**config.mk**
```make
export PLATFORM = sky130hd
export DESIGN_NAME = pipeline_hazard_controller
export DESIGN_NICKNAME = d
export VERILOG_FILES = /design/src/rtl/pipeline_hazard_controller.sv
export SDC_FILE = /design/constraint.sdc
export NUM_CORES = 1
export LEC_CHECK = 0
export CORE_AREA = 4 4 103 105
export DETAILED_ROUTE_END_ITERATION = 10
export DIE_AREA = 0 0 107 109
export HOLD_SLACK_MARGIN = 0.1
export PLACE_DENSITY = 0.73
export SYNTH_ARGS = -nofsm -noshare
export SYNTH_HDL_FRONTEND = slang
export SYNTH_SLANG_ARGS = --single-unit
```
**constraint.sdc**
```tcl
create_clock -name clk -period 2.87 [get_ports clk]
set_clock_uncertainty 0.15 [all_clocks]
set_input_delay 0.4305 -clock clk [delete_from_list [all_inputs] [get_ports clk]]
set_output_delay 0.4305 -clock clk [all_outputs]
set_load 0.01 [all_outputs]
```
**src/rtl/pipeline_hazard_controller.sv**
```systemverilog
// Pipeline hazard controller: load-use bubbles, redirect flushes, memory-wait freeze and trap drain.
// Control outputs are combinational on current state/inputs; counters and state update on the clock.
module pipeline_hazard_controller #(
  parameter int XLEN = 32
) (
  input  logic            clk,
  input  logic            reset,
  input  logic [4:0]      ID_rs1,
  input  logic [4:0]      ID_rs2,
  input  logic            ID_uses_rs1,
  input  logic            ID_uses_rs2,
  input  logic [4:0]      EX_rd,
  input  logic            EX_memory_read,
  input  logic            EX_branch_mispredict,
  input  logic            EX_jump,
  input  logic            trap_request,
  input  logic            trap_done,
  input  logic            dmem_busy,
  output logic            pc_stall,
  output logic            IF_ID_stall,
  output logic            ID_EX_stall,
  output logic            EX_MEM_stall,
  output logic            IF_ID_flush,
  output logic            ID_EX_flush,
  output logic            EX_MEM_flush,
  output logic            pc_redirect,
  output logic [1:0]      hazard_state,
  output logic [XLEN-1:0] stall_count,
  output logic [XLEN-1:0] flush_count
);

  typedef enum logic [1:0] {
    NORMAL     = 2'b00,
    MEM_WAIT   = 2'b01,
    TRAP_DRAIN = 2'b10,
    UNUSED     = 2'b11
  } state_t;

  state_t state, state_nxt;
  logic   trap_pending, trap_pending_nxt;
  logic   load_use;
  logic   normal_rules;
  logic   trap_eff;

  assign load_use = EX_memory_read && (EX_rd != 5'd0) &&
                    ((ID_uses_rs1 && (ID_rs1 == EX_rd)) ||
                     (ID_uses_rs2 && (ID_rs2 == EX_rd)));

  assign hazard_state = state;

  always_comb begin
    pc_stall         = 1'b0;
    IF_ID_stall      = 1'b0;
    ID_EX_stall      = 1'b0;
    EX_MEM_stall     = 1'b0;
    IF_ID_flush      = 1'b0;
    ID_EX_flush      = 1'b0;
    EX_MEM_flush     = 1'b0;
    pc_redirect      = 1'b0;
    state_nxt        = NORMAL;
    trap_pending_nxt = trap_pending;
    normal_rules     = 1'b0;
    trap_eff         = 1'b0;

    case (state)
      NORMAL: normal_rules = 1'b1;
      MEM_WAIT: begin
        if (dmem_busy) begin
          // EX is frozen, so redirects wait; a trap is remembered until memory releases.
          {pc_stall, IF_ID_stall, ID_EX_stall, EX_MEM_stall} = 4'b1111;
          state_nxt = MEM_WAIT;
          if (trap_request) trap_pending_nxt = 1'b1;
        end else begin
          normal_rules = 1'b1;
        end
      end
      TRAP_DRAIN: begin
        if (trap_done) begin
          pc_redirect = 1'b1;
          state_nxt   = NORMAL;
        end else begin
          pc_stall    = 1'b1;
          IF_ID_flush = 1'b1;
          ID_EX_flush = 1'b1;
          state_nxt   = TRAP_DRAIN;
        end
      end
      default: state_nxt = NORMAL;
    endcase

    if (normal_rules) begin
      trap_eff         = trap_request || trap_pending;
      trap_pending_nxt = 1'b0;
      if (trap_eff) begin
        pc_stall     = 1'b1;
        IF_ID_flush  = 1'b1;
        ID_EX_flush  = 1'b1;
        EX_MEM_flush = 1'b1;
        state_nxt    = TRAP_DRAIN;
      end else if (dmem_busy) begin
        {pc_stall, IF_ID_stall, ID_EX_stall, EX_MEM_stall} = 4'b1111;
        state_nxt = MEM_WAIT;
      end else if (EX_branch_mispredict || EX_jump) begin
        IF_ID_flush = 1'b1;
        ID_EX_flush = 1'b1;
        pc_redirect = 1'b1;
      end else if (load_use) begin
        pc_stall    = 1'b1;
        IF_ID_stall = 1'b1;
        ID_EX_flush = 1'b1;
      end
    end

    if (reset) begin
      {pc_stall, IF_ID_stall, ID_EX_stall, EX_MEM_stall} = 4'b0000;
      {IF_ID_flush, ID_EX_flush, EX_MEM_flush, pc_redirect} = 4'b0000;
    end
  end

  always_ff @(posedge clk) begin
    if (reset) begin
      state        <= NORMAL;
      trap_pending <= 1'b0;
      stall_count  <= '0;
      flush_count  <= '0;
    end else begin
      state        <= state_nxt;
      trap_pending <= trap_pending_nxt;
      if (pc_stall && (stall_count != '1)) stall_count <= stall_count + XLEN'(1);
      if (ID_EX_flush && (flush_count != '1)) flush_count <= flush_count + XLEN'(1);
    end
  end

endmodule
```
==> out/metrics.cfg, run 1 <==
[hold_path]
hold_depth = 2
holdPathEnd = flush_count[20]$_SDFFE_PP0P_
min_from = flush_count[20]$_SDFFE_PP0P_
min_path_type = register to register

[worst_setup_path]
critPathLaunchType = primary input
critical_path.top_delay_family = buffers and inverters
timing.rr.start = stall_count[2]$_SDFFE_PP0P_
max_stage_delay_ns = 0.41
rr_endpoint = stall_count[27]$_SDFFE_PP0P_
end_kind = primary output
crit_type = primary input to primary output
cp_cell_sequence = clkdlybuf4s50_1 > xor2_1 > nor4_2 > a32oi_2 > buf_4 > o31a_1 > nor2_1 > buf_2
required_ns = 2.29
crit_slowest_cell = clkdlybuf4s50_1
cp.arrival_ns = 2.22
r2r_slack_ns = 0.26
path_buf_inv = 3
cp_max_fo = 3
rr_worst_depth = 6

[logic_synthesis]
synth_edf_count = 0
yosysSeqAreaShare_pct = 35.3
synth.distinct_cells = 54
ys_seq_elements = 67
synth_nets = 501
postSynthCellCount = 471
ys_async_sr_fraction_pct = 0
ys.flop_type = dfxtp_1
avgSynthCellArea_um2 = 8.06
ys_warn_count = 0
syn_area_um2 = 3800

[global_routing]
gr-total-overflow = 0
grt_pass1_vias = 3835
grt_use_total_pct = 18.3
grt_max_degree = 39
grt_first_pass_wirelength_um = 17600
antenna_found_initial = 0

[floorplan]
io_pins = 99
dieArea_um2 = 11700
fp.dieH_um = 109
core_area_um2 = 9640
initial_core_util_pct = 39.4
rows = 36
dieWidth_um = 107

[routing]
wire_per_inst_um = 15.2
num_vias = 4118
drt_first_pass_iters = 6
drt_wl_total_um = 10900
wl_met2_um = 5450
drc = 0
met1_length_um = 4660
drt_iter0_drc = 186
top_layer_used = met4
met3_length_um = 562
via_per_inst = 5.74
ant_nets = 0

[sta]
final.setup.tns_ns = 0
grt_setup_unrepaired = true
setup_violations = 0
worst_pin_slew_ns = 0.523
relSlewSlack_pct = 65.0
max_freq_mhz = 358
drv_slew = 0
fin_crit_sh_pct = 97.4
period_needed_ns = 2.80
timing.final.ws_setup_ns = 0.0732
hold_viol = 0
holdWs_ns = 0.357

[layout]
final_area_um2 = 5320
antennaDiodeCount = 0
area_growth_pct = 40.1
final_util_pct = 55.2
fin_nets = 609
drive_above_1_share_pct = 12.8

[placement]
hpwl_um = 7600
pre_cts_ws_ns = -0.326
place_area_um2 = 5010
gp_congestion = 0.850
portBuffers = 98

[clock_tree]
cts_tree = built
cts_buffers = 9
cts.clk_slew.worst_paths_ns = 0.08
numClockSinks = 67
clockBufferDepth = 2
root_buffer = clkbuf_8
clock_latency_ns = 0.35
cts_hold_buf = 0
htreeDepth = 3

[power]
ir_drop_v = 0.000168
powerDensity_nw_per_um2 = 369
p_leak_nw = 1.76

[run_status]
status = finished clean

[flow_run]
drv_cap = 0

## timing repair
item / 4_1_cts / 5_1_grt
endpoints found under the setup margin: 3 / 40
gates resized for setup: 12 / 17
cloned: 0 / 2
pin swaps: 3 / 8
setup buffers: 1 / 2
## worst reg2reg max path: stages, from the launching register on
cell,delay [ns]
dfxtp_1,0.43
nand4_1,0.25
nor3_1,0.41
nor3b_2,0.38
nand3_1,0.26
or4_1,0.52
a21oi_1,0.15
## sequential cells by signal, indices dropped and copies added, names as in the netlist
name / cells
stall_count: 32
trap_pending: 1
hazard_state: 2
flush_count: 32
## final cells by class
cell class              instances  area [um^2]
fillers                       916         4320
multi-input cells             361         2350
flip-flops and latches         67         1340
repair buffers                129         1240
well taps                     133          166
clock buffers                  12          155
inverters                      11         41.3
clock inverters                 4         25.0
## cells by family after synthesis
kind of cell	share of synthesized area, %
xor+xnor	2.31
mux	2.90
flops	35.3
simple gates	32.5
compound gates	20.6
buf+inv	4.71
fa+ha+maj	1.65
## power by group
group	switching [mW]	internal (mW)
sequential	0.0137	0.938
clock	0.369	0.358
combinational	0.147	0.139
total	0.530	1.44
## worst max path at each step
| stage | from | to | slack, ns | cells after the start |
|---|---|---|---|---|
| 2_1_floorplan | hazard_state[0]$_SDFF_PP0_ | flush_count[27]$_SDFFE_PP0P_ | 0.41 | 9 |
| 3_3_place_gp | EX_rd[3] | stall_count[31]$_SDFFE_PP0P_ | -0.27 | 8 |
| 3_5_place_dp | EX_rd[3] | pc_stall | -0.33 | 7 |
| 4_1_cts | ID_rs1[1] | pc_stall | -0.04 | 8 |
| 5_1_grt | ID_rs2[2] | pc_stall | -0.09 | 8 |
| 6_report | ID_rs1[4] | pc_stall | 0.07 | 8 |
## metrics by stage
stage          cells  total power [mW]
2_1_floorplan    471              1.10
3_3_place_gp     696              1.23
3_5_place_dp     696              1.23
4_1_cts          713              1.96
5_1_grt          717              2.05
6_report         717              1.97
## metal layers
layer / global-route usage [%] / up-vias
li1: - / 2033
met1: 21.8 / 1951
met2: 31.7 / 115
met3: 4.62 / 19
met4: 7.40 / 0
met5: 0 / -
## placed cells by master (no fill, tap or decap), types with 6 or more instances in the layout
cell	instances
a21oi_1	49
and2_1	7
and3_1	10
and4_1	8
buf_4	27
clkbuf_8	11
clkdlybuf4s50_1	87
dfxtp_1	67
inv_1	10
mux2_2	6
nand2_1	28
nand3_1	24
nand4_1	28
nor2_1	24
nor2b_1	9
nor4_1	6
o21ai_0	22
o311ai_0	7
o31ai_1	22
or3_1	20
or4_1	22
xor2_1	8
## cell usage after synthesis, types with 10 or more instances
| cell | number | area, um^2 |
|---|---|---|
| nor2_1 | 24 | 90.1 |
| inv_1 | 10 | 37.5 |
| clkbuf_1 | 19 | 71.3 |
| o21ai_0 | 22 | 110 |
| o31ai_1 | 22 | 165 |
| or4_1 | 25 | 188 |
| nand4_1 | 28 | 175 |
| or3_1 | 20 | 125 |
| and3_1 | 10 | 62.6 |
| nand3_1 | 24 | 120 |
| a21oi_1 | 51 | 255 |
| nor2b_1 | 10 | 62.6 |
| buf_2 | 11 | 55.1 |
| dfxtp_1 | 67 | 1340 |
| nand2_1 | 28 | 105 |
Note: power is estimated with default switching activity, not from simulation.
==> run 2: changes to the inputs <==
CTS_CLUSTER_DIAMETER = 150   (was default)
==> results of run 2 <==
No change in the layout: final DEF, timing and power equal those of run 1.
